$ cat config.mk
export PLATFORM = sky130hd
export DESIGN_NAME = ps2_uart_bridge
export DESIGN_NICKNAME = d
export VERILOG_FILES = /design/src/rtl/ps2_uart_bridge.sv
export SDC_FILE = /design/constraint.sdc
export NUM_CORES = 1
export LEC_CHECK = 0
export BUFFER_PORTS_ARGS = -buffer_cell sky130_fd_sc_hd__buf_2
export CAP_MARGIN = 20
export CORE_ASPECT_RATIO = 1.2
export CORE_MARGIN = 5
export CORE_UTILIZATION = 50
export CTS_CLUSTER_DIAMETER = 120
export DETAILED_ROUTE_END_ITERATION = 8
export HOLD_SLACK_MARGIN = 0.12
export PLACE_DENSITY_LB_ADDON = 0.2
export REMOVE_ABC_BUFFERS = 1
export SYNTH_ARGS = -nofsm -noshare
export SYNTH_HDL_FRONTEND = slang
export SYNTH_SLANG_ARGS = --single-unit
$ cat constraint.sdc
create_clock -name clk -period 4.4 [get_ports clk]
set_input_delay 0.22 -clock clk [delete_from_list [all_inputs] [get_ports clk]]
set_output_delay 0.22 -clock clk [all_outputs]
set_load 0.01 [all_outputs]
$ cat src/rtl/ps2_uart_bridge.sv
// PS/2 scan-code to UART bridge: FIFO buffer plus a formatter that sends each byte
// raw or as uppercase hex text, with a sticky overflow flag and a saturating drop counter.
module ps2_uart_bridge #(
    parameter int DEPTH = 16,
    parameter int CNT_W = 8
) (
    input  logic                       clk,
    input  logic                       rst_n,
    input  logic                       i_in_valid,
    input  logic [7:0]                 i_in_data,
    input  logic                       i_cfg_hex,
    input  logic                       i_clr_err,
    output logic                       o_tx_valid,
    output logic [7:0]                 o_tx_data,
    input  logic                       i_tx_ready,
    output logic [$clog2(DEPTH):0]     o_level,
    output logic                       o_overflow,
    output logic [CNT_W-1:0]           o_drop_cnt
);
    localparam int AW = $clog2(DEPTH);
    localparam int LW = AW + 1;

    typedef enum logic [2:0] {S_IDLE, S_RAW, S_HI, S_LO, S_SEP, S_CR, S_LF} state_t;

    logic [7:0]       r_mem [DEPTH];
    logic [AW-1:0]    r_wptr;
    logic [AW-1:0]    r_rptr;
    logic [LW-1:0]    r_level;
    logic             r_overflow;
    logic [CNT_W-1:0] r_drop_cnt;
    logic [7:0]       r_hold;
    state_t           r_state;

    logic w_push;
    logic w_pop;
    logic w_drop;

    function automatic logic [7:0] f_hex(input logic [3:0] n);
        if (n < 4'd10) return 8'h30 + {4'h0, n};
        else           return 8'h37 + {4'h0, n};
    endfunction

    // Fullness uses the registered level, so a pop in the same edge never frees room for a push.
    assign w_push = i_in_valid && (r_level != LW'(DEPTH));
    assign w_drop = i_in_valid && (r_level == LW'(DEPTH));
    assign w_pop  = (r_state == S_IDLE) && (r_level != '0);

    always_ff @(posedge clk) begin
        if (w_push) r_mem[r_wptr] <= i_in_data;
    end

    always_ff @(posedge clk or negedge rst_n) begin
        if (!rst_n) begin
            r_wptr  <= '0;
            r_rptr  <= '0;
            r_level <= '0;
        end else begin
            if (w_push) r_wptr <= r_wptr + AW'(1);
            if (w_pop)  r_rptr <= r_rptr + AW'(1);
            case ({w_push, w_pop})
                2'b10:   r_level <= r_level + LW'(1);
                2'b01:   r_level <= r_level - LW'(1);
                default: r_level <= r_level;
            endcase
        end
    end

    // A drop coinciding with clr_err restarts the count at one rather than clearing.
    always_ff @(posedge clk or negedge rst_n) begin
        if (!rst_n) begin
            r_overflow <= 1'b0;
            r_drop_cnt <= '0;
        end else if (w_drop) begin
            r_overflow <= 1'b1;
            if (i_clr_err)        r_drop_cnt <= CNT_W'(1);
            else if (!(&r_drop_cnt)) r_drop_cnt <= r_drop_cnt + CNT_W'(1);
        end else if (i_clr_err) begin
            r_overflow <= 1'b0;
            r_drop_cnt <= '0;
        end
    end

    always_ff @(posedge clk or negedge rst_n) begin
        if (!rst_n) begin
            r_state <= S_IDLE;
            r_hold  <= 8'h00;
        end else begin
            case (r_state)
                S_IDLE: if (w_pop) begin
                    r_hold  <= r_mem[r_rptr];
                    r_state <= i_cfg_hex ? S_HI : S_RAW;
                end
                S_RAW:  if (i_tx_ready) r_state <= S_IDLE;
                S_HI:   if (i_tx_ready) r_state <= S_LO;
                S_LO:   if (i_tx_ready)
                    r_state <= (r_hold == 8'hE0 || r_hold == 8'hF0) ? S_SEP : S_CR;
                S_SEP:  if (i_tx_ready) r_state <= S_IDLE;
                S_CR:   if (i_tx_ready) r_state <= S_LF;
                S_LF:   if (i_tx_ready) r_state <= S_IDLE;
                default: r_state <= S_IDLE;
            endcase
        end
    end

    always_comb begin
        o_tx_data = 8'h00;
        case (r_state)
            S_RAW: o_tx_data = r_hold;
            S_HI:  o_tx_data = f_hex(r_hold[7:4]);
            S_LO:  o_tx_data = f_hex(r_hold[3:0]);
            S_SEP: o_tx_data = 8'h20;
            S_CR:  o_tx_data = 8'h0D;
            S_LF:  o_tx_data = 8'h0A;
            default: o_tx_data = 8'h00;
        endcase
    end

    assign o_tx_valid = (r_state != S_IDLE);
    assign o_level    = r_level;
    assign o_overflow = r_overflow;
    assign o_drop_cnt = r_drop_cnt;
endmodule
## Word level (Yosys, flattened, before mapping)

Memory sizes are Yosys's and may differ from the RTL's. A register that Yosys moved wholly into a read port is not among the register bits.
Index checks and enable logic that the tools add are counted.

- Logic and storage cells: 71
- Flip-flop bits (word level): 25
- Memories: 1
- Output and inout port bits: 23
- Bits of input ports: 14
- Bits in writable memories: 128

- Reduce and logical (&&, ||, !) cells: 15
- Order comparisons: 2
- Equal/unequal tests: 18
- Add/sub/neg operators: 9
- Mux-type cells: 20

Memories:

| memory | depth | width | rd ports | clocked after memory_dff | write ports | RTL line | RTL |
|---|---|---|---|---|---|---|---|
| r_mem | 16 | 8 | 1 | 1 | 1 | 25 | `logic [7:0] r_mem [DEPTH];` |

Operator list:

| kind | number |
|---|---|
| one-hot mux 8 bit (6 select lines) | 1 |
| two-way mux 8 bit | 4 |
| adder 6 x 4 -> 7 bit, first input constant | 4 |
| == test 8 bit, second input constant | 2 |
| two-way mux 3 bit | 5 |
| one-hot mux 3 bit (5 select lines) | 1 |
| two-way mux 7 bit | 2 |
| != test 2 bit, second input constant | 5 |
| one-hot mux 5 bit (2 select lines) | 1 |
| == test 3 bit, second input constant | 3 |
| adder 4 x 1 -> 4 bit, second input constant | 2 |
| adder 8 x 1 -> 8 bit, second input constant | 1 |
| less-than comparator 4 bit, second input constant | 2 |
| AND reduction 8 bit | 1 |
| == test 3 x 2 -> 1 bit, second input constant | 2 |
| adder 5 x 1 -> 5 bit, second input constant | 1 |
| == test 5 bit, second input constant | 1 |
| two-way mux 1 bit | 5 |
| != test 5 bit, second input constant | 1 |
| AND reduction 5 bit | 1 |
| nonzero test 5 bit | 1 |
| subtractor 5 x 1 -> 5 bit, second input constant | 1 |
| AND reduction 2 bit | 2 |
| nonzero test 2 bit | 2 |
| other kinds (11) | 13 |

## Longest topological paths before layout

- Word-level depth: 5
- Mapped depth: 13
- Depth with buffers taken out: 11

## Worst setup path before layout

Ideal clock, no wire load.

- Kind: register to register
- Start: register r_level[1] (netlist: o_level[1])
- End: register r_level[4] (netlist: o_level[4])
- Stages on the path, launching flop included: 14
- Arrival: 2.875 ns
- Library setup time: 0.080 ns
- Path slack: 1.445 ns
- Buffers on the path: 3
- Period minus slack after synthesis: 2.955 ns
- Required time: 4.320 ns
- Cell sequence: dfrtp_1 buf_2 nor4_4 a21oi_2 buf_2 ha_1 buf_2 xor2_1 ha_1 o21a_1 o221a_2 o21a_1 nor3_1 xnor2_1

- Longest elaborated chain between the ends: 4
- Elaborated cells between the ends (all ways): 10
- Classes of those cells: add/sub (2); eq/ne (3); mux (1); reduce/logical (4)

RTL lines:

| item | RTL line | RTL |
|---|---|---|
| start: declaration | 28 | `logic [LW-1:0] r_level;` |
| start signal: assignment | 61 | `2'b10: r_level <= r_level + LW'(1);` |
| start signal: assignment | 62 | `2'b01: r_level <= r_level - LW'(1);` |
| start signal: assignment | 63 | `default: r_level <= r_level;` |
| nonzero test 5 bit * | 46 | `assign w_pop = (r_state == S_IDLE) && (r_level != '0);` |
| logical AND 1 bit * | 46 |  |
| via w_pop | 35 | `logic w_pop;` |
| == test 2 x 1 -> 1 bit / == test 2 bit (equally long branches) | 60 | `case ({w_push, w_pop})` |
| one-hot mux 5 bit (2 select lines) / nonzero test 2 bit (equally long branches) | -- |  |

The timed path passes the listed nets; every way through them passes the cells marked *.
A chain may end at the register's enable or synchronous reset.

## Final worst setup path

- Start: register r_state[0]
- End: register r_level[4] (netlist: o_level[4])

- Longest elaborated chain between the ends: 4
- Elaborated cells between the ends (all ways): 6
- Classes of those cells: eq/ne (2); mux (1); reduce/logical (3)

RTL lines:

| item | RTL line | RTL |
|---|---|---|
| start: declaration | 32 | `state_t r_state;` |
| start signal: assignment | 91 | `r_state <= i_cfg_hex ? S_HI : S_RAW;` |
| start signal: assignment | 96 | `r_state <= (r_hold == 8'hE0 \|\| r_hold == 8'hF0) ? S_SEP : S_CR;` |
| logical NOT 3 bit * | 46 |  |
| logical AND 1 bit * | 46 |  |
| == test 2 x 1 -> 1 bit / == test 2 bit (equally long branches) | 60 |  |
| one-hot mux 5 bit (2 select lines) / nonzero test 2 bit (equally long branches) | -- |  |

Every way passes the cells marked *; elsewhere a longest branch is shown, timed or not.

==> flow_summary.toml <==
[synthesis]
synthArstFlopShare_pct = 20.50
ys_seq_elements = 161
syn-mean-instance-area_um2 = 15.92
synth_compound_area_share_pct = 7.236
synth-simple-area-share_pct = 7.111
synth_xor_area_share_pct = 2.126
synth-adder-area-share_pct = 2.501
syn_area_um2 = 7003
synthCells = 440
yosys_warnings = 0
synth_cell_types = 55
synth_edf_count = 128
seq_area_frac_synth_pct = 66.68
synth_top_family_by_area = "multiplexers"
muxShareOfSynthArea_pct = 11.90
synthFlopType = "edfxtp_1"

[cells_and_area]
final_common_cell = "edfxtp_1"
multi_input_area_um2 = 2162
seq_area_um2 = 4672
drive_gt1_share_pct = 25.56
nFillCells = 1077
layout_common_cells = "edfxtp_1, buf_2, mux4_2"
finalNetCount = 505
syn_to_final_growth_pct = 13.47
antennaDiodeCount = 0
postLayoutCellArea_um2 = 7946

[timing]
fmax_ghz = 0.3334
hold_viol = 0
final.setup.tns_ns = 0
fin_crit_ns = 2.999
worst_slew_pin_slew_ns = 0.8692
min_period_over_period_pct = 68.17
maxSlewHeadroom_pct = 41.84
skew_ns = 0.005084
setup_viol = 0
rsz0062_at_grt = "no"
finalMaxSlewViolations = 0
layout_setup_ws_ns = 1.401

[clocking]
max-clock-path-buffers = 2
h-tree-depth = 4
cts_sinks = 161
cts_resized = 0
insertion_delay_ns = 0.42
path_clk_slew_ns = 0.06
root_buffer = "clkbuf_16"
cts_tree = "yes"
cts_buffers = 17

[power]
p_sw_share_pct = 32.35
peakVddDrop_mv = 0.3684
p_seq_share_pct = 42.5
p_switching_uw = 1745
powerDensity_nw_per_um2 = 679.0
power.share.clock_pct = 27.8
internal_power_uw = 3650
comb_power_share_pct = 29.8
leakage_uw = 0.002825

[global_routing]
grt_pass1_wl_um = 21490
grt-ovfl-total = 0
grt_max_degree = 34
grt_pass1_vias = 3937
antenna_found_initial = 0
track_usage_pct = 17.07

[setup_path]
critPathLaunchType = "flop"
end_kind = "flop"
worstPathArrival_ns = 3.35
required_ns = 4.75
cp_max_fo = 25
crit_path_max_incr_delay_ns = 0.61
cp_cell_sequence = "or3_1, a21oi_2, ha_1, xor2_1, ha_1, a21boi_0, o221a_2, nor3_1, nor3_1, xnor2_1"
crit_slowest_cell = "dfrtp_1"
path_class = "flop to flop"

[floorplanning]
core-area_um2 = 13760
io_pins = 37
dieArea_um2 = 16480
start_util_pct = 50.89
chipWidth_um = 118.0
die_h_um = 139.6
core.rowCount = 47

[placement]
dp_hpwl_um = 8866
io_buffers = 36
gp_congestion = 0.7762
placed_area_um2 = 7307
place_ws_ns = 1.426

[drt]
drc = 0
drtIter0Drc = 304
drtPass1Iterations = 4
ant_nets = 0
routed_wl_um = 13160
vias_per_cell = 5.789
post_drt_wl_per_cell_um = 19.95
vias = 3821

[run_status]
status = "completed"

[job]
max_cap_violations = 0

[worst_hold_path]
holdCritPathClass = "input port to flop"
[registers in the layout, indices dropped and copies added, names as in the netlist]
name,cells
o_drop_cnt,8
o_overflow,1
r_mem,128
r_rptr,4
r_hold,8
r_state,3
r_wptr,4
o_level,5
[power by group through the flow]
stage	combinational [uW]	sequential, uW	clock (uW)
6_report	1610	2290	1500
5_1_grt	1780	2350	1600
4_1_cts	1630	2300	1530
3_5_place_dp	1620	2330	0
3_3_place_gp	1590	2310	0
2_1_floorplan	1170	2240	0
[final timing paths]
check | startpoint | endpoint | slack (ns) | depth (start not counted)
max | r_state[0] | o_level[4] | 1.40 | 10
min | i_in_data[3] | r_mem[1][3] | 0.18 | 1
max reg2reg | r_state[0] | o_level[4] | 1.40 | 10
min reg2reg | o_overflow | o_overflow | 0.50 | 1
max in group asynchronous | rst_n | r_rptr[0] | 3.47 | 2
min in group asynchronous | rst_n | o_level[2] | 0.40 | 2
[repair_timing]
| item | 4_1_cts | 5_1_grt |
|---|---|---|
| hold buffers | 4 | 0 |
| hold endpoints to repair | 41 | 0 |
| setup buffers | 0 | 0 |
[Yosys cell counts (all sizes together) (2+ instances only)]
library cell  instances  share of area, %
edfxtp              128                55
nor2b                 3              0.27
o211a                 2              0.29
nand2                19               1.0
inv                   9              0.48
a21boi                2              0.27
o211ai                3              0.32
buf                  14               1.2
or2                   2              0.18
o221ai                2              0.25
o21ai                15               1.1
o31ai                 2              0.21
ha                   14               2.5
a311oi                2              0.25
mux4                 32                10
a31oi                 4              0.36
nand4                 2              0.18
nor3                 11              0.93
and3                  3              0.27
mux2                 10               1.6
o22ai                18               1.6
nor3b                 3              0.46
o21a                  4              0.43
dfrtp                33                12
nand3                 8              0.75
a21o                  2              0.21
xnor2                12               1.5
nand2b                5              0.45
a21oi                18               1.3
xor2                  5              0.63
nand3b                2              0.21
nor2                 25               1.4
clkbuf               14              0.77
[stage by stage]
step	instances	power [uW]	hold WS, ns	util, %
2_1_floorplan	412	3412	-0.07559	-
3_3_place_gp	625	3901	0.3322	53.10
3_5_place_dp	625	3943	0.3400	53.10
4_1_cts	660	5457	0.1591	57.75
5_1_grt	660	5727	0.1773	57.75
6_report	660	5395	0.1792	57.75
[logic make-up after synthesis]
kind of cell             count (synthesis)
flip-flops                             161
XOR/XNOR                                17
AND/OR/NAND/NOR                         90
buffers and inverters                   37
multiplexers                            42
AO/OA/AOI/OAI                           79
adder cells (fa/ha/maj)                 14
[cell type report]
type,count,share of cell area [%]
clock inverter,12,2.094
clock buffer,19,5.448
sequential,161,58.79
tap,171,2.692
timing repair buffer,46,3.338
inverter,9,0.4251
multi-input combinational,242,27.21
[critical path, delay by kind of cell (launching register included)]
kind                     cells  cell delay [ns]
AND/OR/NAND/NOR              3             0.76
adder cells (fa/ha/maj)      2             0.58
AO/OA/AOI/OAI                3             0.65
XOR/XNOR                     2             0.32
flip-flops                   1             0.61
[routing by layer]
layer  global-route usage (%)  vias up  routed length, um
met4                    6.763        0                232
met1                    21.03     1924               5541
li1                         -     1792                  -
met5                        0        -                  0
met3                    4.018       13                504
met2                    29.20       92               6886
Power figures use the tool's default switching activity.
